$ cat config.mk
export PLATFORM = sky130hd
export DESIGN_NAME = score_keeper
export DESIGN_NICKNAME = d
export VERILOG_FILES = /design/src/rtl/quidditch_pkg.sv /design/src/rtl/goal_ring_detector.sv /design/src/rtl/score_keeper.sv
export SDC_FILE = /design/constraint.sdc
export NUM_CORES = 1
export LEC_CHECK = 0
export ABC_AREA = 1
export BUFFER_PORTS_ARGS = -buffer_cell sky130_fd_sc_hd__buf_2
export CAP_MARGIN = 25
export CORE_MARGIN = 3
export CORE_UTILIZATION = 40
export CTS_CLUSTER_SIZE = 24
export DETAILED_ROUTE_END_ITERATION = 6
export PLACE_DENSITY_LB_ADDON = 0.2
export SLEW_MARGIN = 10
export SYNTH_ARGS = -nofsm -noshare
export SYNTH_HDL_FRONTEND = slang
export SYNTH_SLANG_ARGS = --single-unit
export TNS_END_PERCENT = 1
$ cat constraint.sdc
create_clock -name clk -period 10.6 [get_ports clk]
set_clock_uncertainty 0.15 [all_clocks]
set_input_delay 0 -clock clk [delete_from_list [all_inputs] [get_ports clk]]
set_output_delay 0 -clock clk [all_outputs]
set_load 0.05 [all_outputs]
$ cat src/rtl/quidditch_pkg.sv
// Shared field geometry, FSM state encoding and winner codes for the quidditch referee logic.
package quidditch_pkg;

  localparam int FIELD_W = 640;
  localparam int FIELD_H = 480;

  localparam logic [9:0] GOAL_ROW_A_Y = 10'd100;
  localparam logic [9:0] GOAL_ROW_B_Y = 10'd450;
  localparam logic [9:0] GOAL_COL_X [3] = '{10'd300, 10'd400, 10'd500};

  typedef enum logic [1:0] {
    ST_IDLE = 2'd0,
    ST_PLAY = 2'd1,
    ST_HOLD = 2'd2,
    ST_OVER = 2'd3
  } state_t;

  localparam logic [1:0] WIN_NONE  = 2'd0;
  localparam logic [1:0] WIN_TEAM1 = 2'd1;
  localparam logic [1:0] WIN_TEAM2 = 2'd2;

endpackage

$ cat src/rtl/goal_ring_detector.sv
// Stage 1: registered "ball centre inside any of the three rings of one goal row".
module goal_ring_detector
  import quidditch_pkg::*;
#(
  parameter logic [9:0] ROW_Y     = GOAL_ROW_A_Y,
  parameter int         RADIUS_SQ = 484
) (
  input  logic       clk,
  input  logic       rst,
  input  logic [9:0] ball_x,
  input  logic [9:0] ball_y,
  output logic       hit
);

  logic signed [10:0] dy;
  logic        [10:0] ady;
  logic        [20:0] sq_y;
  logic        [2:0]  ring_hit;

  // Full-width magnitudes so a ball far from the goal can never alias into range.
  assign dy   = $signed({1'b0, ball_y}) - $signed({1'b0, ROW_Y});
  assign ady  = dy[10] ? (~dy + 11'd1) : dy;
  assign sq_y = {10'd0, ady} * {10'd0, ady};

  for (genvar i = 0; i < 3; i++) begin : g_ring
    logic signed [10:0] dx;
    logic        [10:0] adx;
    logic        [20:0] sq_x;
    logic        [21:0] d2;

    assign dx          = $signed({1'b0, ball_x}) - $signed({1'b0, GOAL_COL_X[i]});
    assign adx         = dx[10] ? (~dx + 11'd1) : dx;
    assign sq_x        = {10'd0, adx} * {10'd0, adx};
    assign d2          = {1'b0, sq_x} + {1'b0, sq_y};
    assign ring_hit[i] = (d2 < 22'(RADIUS_SQ));
  end

  always_ff @(posedge clk) begin
    if (rst) hit <= 1'b0;
    else     hit <= |ring_hit;
  end

endmodule

$ cat src/rtl/score_keeper.sv
// Referee: detects goals from the ball position, keeps both scores and runs the game flow FSM.
module score_keeper
  import quidditch_pkg::*;
#(
  parameter int BALL_RADIUS = 8,
  parameter int GOAL_RADIUS = 30,
  parameter int GOAL_POINTS = 10,
  parameter int WIN_SCORE   = 50,
  parameter int HOLD_CYCLES = 1024
) (
  input  logic       clk,
  input  logic       rst,
  input  logic       start,
  input  logic [9:0] ball_x,
  input  logic [9:0] ball_y,
  output logic       game_on,
  output logic       game_over,
  output logic       goal_pulse,
  output logic [7:0] score_team1,
  output logic [7:0] score_team2,
  output logic [1:0] winner,
  output state_t     dbg_state
);

  localparam int RADIUS_SQ = (GOAL_RADIUS - BALL_RADIUS) * (GOAL_RADIUS - BALL_RADIUS);
  localparam int CNT_W     = (HOLD_CYCLES > 1) ? $clog2(HOLD_CYCLES) : 1;
  localparam logic [CNT_W-1:0] HOLD_LAST = CNT_W'(HOLD_CYCLES - 1);

  state_t           state;
  logic             hit_a, hit_b;
  logic             hit_a_d, hit_b_d;
  logic             edge_a_q, edge_b_q;
  logic             start_q;
  logic             start_rise;
  logic [CNT_W-1:0] hold_cnt;
  logic [7:0]       new_s1, new_s2;

  function automatic logic [7:0] sat_add(input logic [7:0] s);
    logic [8:0] t;
    t = {1'b0, s} + 9'(GOAL_POINTS);
    return t[8] ? 8'hFF : t[7:0];
  endfunction

  goal_ring_detector #(.ROW_Y(GOAL_ROW_A_Y), .RADIUS_SQ(RADIUS_SQ)) u_row_a (
    .clk(clk), .rst(rst), .ball_x(ball_x), .ball_y(ball_y), .hit(hit_a)
  );

  goal_ring_detector #(.ROW_Y(GOAL_ROW_B_Y), .RADIUS_SQ(RADIUS_SQ)) u_row_b (
    .clk(clk), .rst(rst), .ball_x(ball_x), .ball_y(ball_y), .hit(hit_b)
  );

  assign start_rise = start & ~start_q;
  assign new_s1     = sat_add(score_team1);
  assign new_s2     = sat_add(score_team2);
  assign dbg_state  = state;

  always_ff @(posedge clk) begin
    if (rst) begin
      state       <= ST_IDLE;
      game_on     <= 1'b0;
      game_over   <= 1'b0;
      goal_pulse  <= 1'b0;
      score_team1 <= 8'd0;
      score_team2 <= 8'd0;
      winner      <= WIN_NONE;
      start_q     <= 1'b1;
      hit_a_d     <= 1'b0;
      hit_b_d     <= 1'b0;
      edge_a_q    <= 1'b0;
      edge_b_q    <= 1'b0;
      hold_cnt    <= '0;
    end else begin
      start_q    <= start;
      hit_a_d    <= hit_a;
      hit_b_d    <= hit_b;
      // Registered entry edges: a goal lands two edges after the ball is sampled.
      edge_a_q   <= hit_a & ~hit_a_d;
      edge_b_q   <= hit_b & ~hit_b_d;
      goal_pulse <= 1'b0;
      case (state)
        ST_IDLE: begin
          if (start_rise) begin
            state   <= ST_PLAY;
            game_on <= 1'b1;
          end
        end
        ST_PLAY: begin
          if (edge_a_q || edge_b_q) begin
            goal_pulse <= 1'b1;
            hold_cnt   <= '0;
            state      <= ST_HOLD;
            if (edge_a_q) begin
              score_team1 <= new_s1;
              if (int'(new_s1) >= WIN_SCORE) begin
                state     <= ST_OVER;
                game_on   <= 1'b0;
                game_over <= 1'b1;
                winner    <= WIN_TEAM1;
              end
            end else begin
              score_team2 <= new_s2;
              if (int'(new_s2) >= WIN_SCORE) begin
                state     <= ST_OVER;
                game_on   <= 1'b0;
                game_over <= 1'b1;
                winner    <= WIN_TEAM2;
              end
            end
          end
        end
        ST_HOLD: begin
          if (hold_cnt != HOLD_LAST) hold_cnt <= hold_cnt + 1'b1;
          else if (!hit_a && !hit_b) state <= ST_PLAY;
        end
        ST_OVER: begin
          if (start_rise) begin
            score_team1 <= 8'd0;
            score_team2 <= 8'd0;
            winner      <= WIN_NONE;
            game_over   <= 1'b0;
            game_on     <= 1'b1;
            state       <= ST_PLAY;
          end
        end
        default: state <= ST_IDLE;
      endcase
    end
  end

endmodule
==> flow_metrics.py <==
metrics = {
    "layout": {
        "layout_commonest_cell": "nand2_1",
        "fin_cells": 4825,
        "fillers": 6900,
        "multi_input_area_um2": 22300,
        "drive_gt1_share_pct": 4.23,
        "final_util_pct": 43.2,
        "seq_area_um2": 801,
        "syn2layout_area_growth_pct": 6.54,
        "nets": 4695,
        "final_cell_mix": "879 x nand2_1, 845 x inv_1, 384 x nor2_1",
    },
    "setup_path": {
        "critPathMaxFanout": 19,
        "max_stage_delay_ns": 0.68,
        "ff2ff_path_depth": 13,
        "arrival_ns": 8.60,
        "r2r_end": "score_team2[2]",
        "cp-start-kind": "input port",
        "cp.required_ns": 10.68,
        "worst_path_most_repeated_cell": "inv_1",
        "worst-r2r-setup-slack_ns": 8.16,
        "crit_type": "in -> reg",
        "slowest_stage": "xor2_1",
        "r2r_start": "dbg_state[1]",
        "endpoint_kind": "flop",
    },
    "place": {
        "numPortBuffers": 45,
        "gp_congestion": 0.948,
        "dpl.hpwl_mm": 59.4,
        "dp_cells": 4816,
    },
    "timing": {
        "slew_headroom_pct": 33.5,
        "max_freq_ghz": 0.117,
        "worstMarginPinSlew_ns": 0.990,
        "drv_slew": 0,
        "setup_violations": 0,
        "rsz0062_at_grt": "false",
        "finalSetupTns_ns": 0,
        "finalHoldViolations": 0,
        "period_minus_slack_ns": 8.52,
        "period_share_pct": 80.4,
    },
    "synth": {
        "synthArstFlopShare_pct": 0,
        "yosysUniqueCellTypes": 61,
        "synthCells": 3846,
        "yosysWarningCount": 0,
        "synth_top_family_by_area": "adder cells",
        "synth-edff-count": 0,
        "synth_xor_area_share_pct": 5.93,
        "synth.avg_cell_area_um2": 6.81,
        "synth-simple-area-share_pct": 26.6,
        "synth_compound_area_share_pct": 8.50,
        "ys_top_cells_by_area": "fa_1 25%, ha_1 18%, nand2_1 13%",
        "synth_top_area_share_pct": 24.8,
        "ys.flop_type": "dfxtp_1",
        "seq_area_frac_synth_pct": 3.06,
        "yosys-mux-area-fraction_pct": 0.0860,
        "yosys.area.top_type": "fa_1",
        "synth_area_um2": 26200,
        "synthAdderAreaFrac_pct": 42.9,
        "synth-seq-cells": 40,
    },
    "clock_network": {
        "clk_latency_ns": 0.28,
        "clockBufferDepth": 2,
        "cts_made_buffers": 5,
        "cts.clk_slew.worst_paths_ns": 0.06,
        "cts.sinks": 40,
        "cts_max_level": 2,
        "cts_setup_buffers": 0,
        "cts_tree": "built",
        "cts_root_buf": "clkbuf_16",
    },
    "floorplanning": {
        "core_area_um2": 64600,
        "rows": 93,
        "initial_core_util_pct": 40.5,
        "dieArea_um2": 68600,
        "die_y_um": 262,
        "die_w_um": 262,
        "ios": 46,
    },
    "grt": {
        "antenna_found_initial": 0,
        "grt_max_degree": 30,
        "grt_pass1_vias": 23500,
        "grt.overflow.total": 0,
        "grt_first_pass_wirelength_mm": 113,
        "grt_usage_pct": 20.0,
    },
    "hold_path": {
        "hold_path.class": "in -> reg",
        "worst_hold_path.endpoint": "u_row_a.hit",
        "hold_depth": 2,
        "hold_path_startpoint": "rst",
    },
    "status": {
        "status": "completed",
    },
    "routing": {
        "first_pass_iters": 6,
        "wirelength_mm": 66.4,
        "drc": 0,
        "wl_per_cell_um": 13.8,
        "avgViaCountPerCell": 4.87,
        "vias": 23500,
        "ant_nets": 0,
        "drt_iter0_markers": 1422,
    },
    "flow_run": {
        "cap_viol_max_count": 0,
    },
}
## worst max-delay path, delay by kind of cell
kind | cells | cell delay [ns]
fa+ha+maj | 8 | 3.66
simple gates | 14 | 1.85
buf+inv | 9 | 1.21
compound gates | 6 | 1.20
xor+xnor | 1 | 0.68
## cell families (layout without fill, tap and decap cells)
family | count (synthesis) | after routing
adders and majority gates | 703 | 703
xor gates and xnor gates | 167 | 167
AOI/OAI and AO/OA | 394 | 394
and+or+nand+nor | 1642 | 1642
buffers and inverters | 896 | 938
other | 2 | 84
muxes | 2 | 2
DFF | 40 | 40
## state kept, by name, indices dropped and copies added (netlist names)
signal       count
dbg_state        2
edge_a_q         1
edge_b_q         1
game_on          1
game_over        1
goal_pulse       1
hit_a_d          1
hit_b_d          1
hold_cnt        10
score_team1      8
score_team2      8
start_q          1
u_row_a.hit      1
u_row_b.hit      1
winner           2
## area by class of cell
| cell class | instances | area share, % |
|---|---|---|
| Antenna cell | 1 | 0.00897 |
| Clock buffer | 5 | 0.449 |
| Clock inverter | 2 | 0.0449 |
| Inverter | 883 | 11.9 |
| Multi-Input combinational cell | 2991 | 80.0 |
| Sequential cell | 40 | 2.87 |
| Tap cell | 855 | 3.84 |
| Timing Repair Buffer | 48 | 0.897 |
## per-layer routing
metal / GRT usage [%] / wire [µm]
met1: 27.3 / 30900
met2: 35.4 / 31600
met3: 1.23 / 2740
met4: 3.45 / 1170
met5: 0 / 0
## Yosys cell counts (all sizes together) (2+ instances only)
master / number
a211oi: 5
a21boi: 6
a21o: 23
a21oi: 219
a31oi: 6
and2: 5
buf: 3
clkbuf: 10
clkinv: 4
conb: 2
dfxtp: 40
fa: 324
ha: 379
inv: 879
mux2: 2
nand2: 896
nand3: 196
nand3b: 32
nand4: 39
nor2: 404
nor3: 43
nor3b: 3
nor4: 9
o21a: 3
o21ai: 100
o21bai: 14
o31ai: 12
or2: 14
xnor2: 67
xor2: 100
## worst max-delay path by stage
stage | startpoint | to | slack [ns] | cells past startpoint
3_3_place_gp | ball_x[0] | u_row_b.hit | 1.87 | 39
2_1_floorplan | ball_x[0] | u_row_a.hit | 3.41 | 39
4_1_cts | ball_x[0] | u_row_b.hit | 2.11 | 37
3_5_place_dp | ball_y[0] | u_row_a.hit | 1.84 | 39
6_report | ball_y[0] | u_row_b.hit | 2.08 | 38
5_1_grt | ball_x[0] | u_row_b.hit | 1.32 | 41
## metrics by stage
stage | hold slack [ns] | area, µm² | setup slack, ns
detailed placement | 0.0777 | 27700 | 1.84
finish | 0.0763 | 27900 | 2.08
global placement | 0.0771 | 27700 | 1.87
CTS | 0.0701 | 27900 | 2.11
global route | 0.114 | 27900 | 1.32
floorplan | -0.0462 | 26500 | 3.41
## repair_timing
action / in CTS / in global routing
hold endpoints to repair: 1 / 0
resized for setup: 0 / 0
hold buffers: 1 / 0
Power is not shown: default switching activity piles up to over one toggle a cycle in this logic, so the estimate is an artifact.
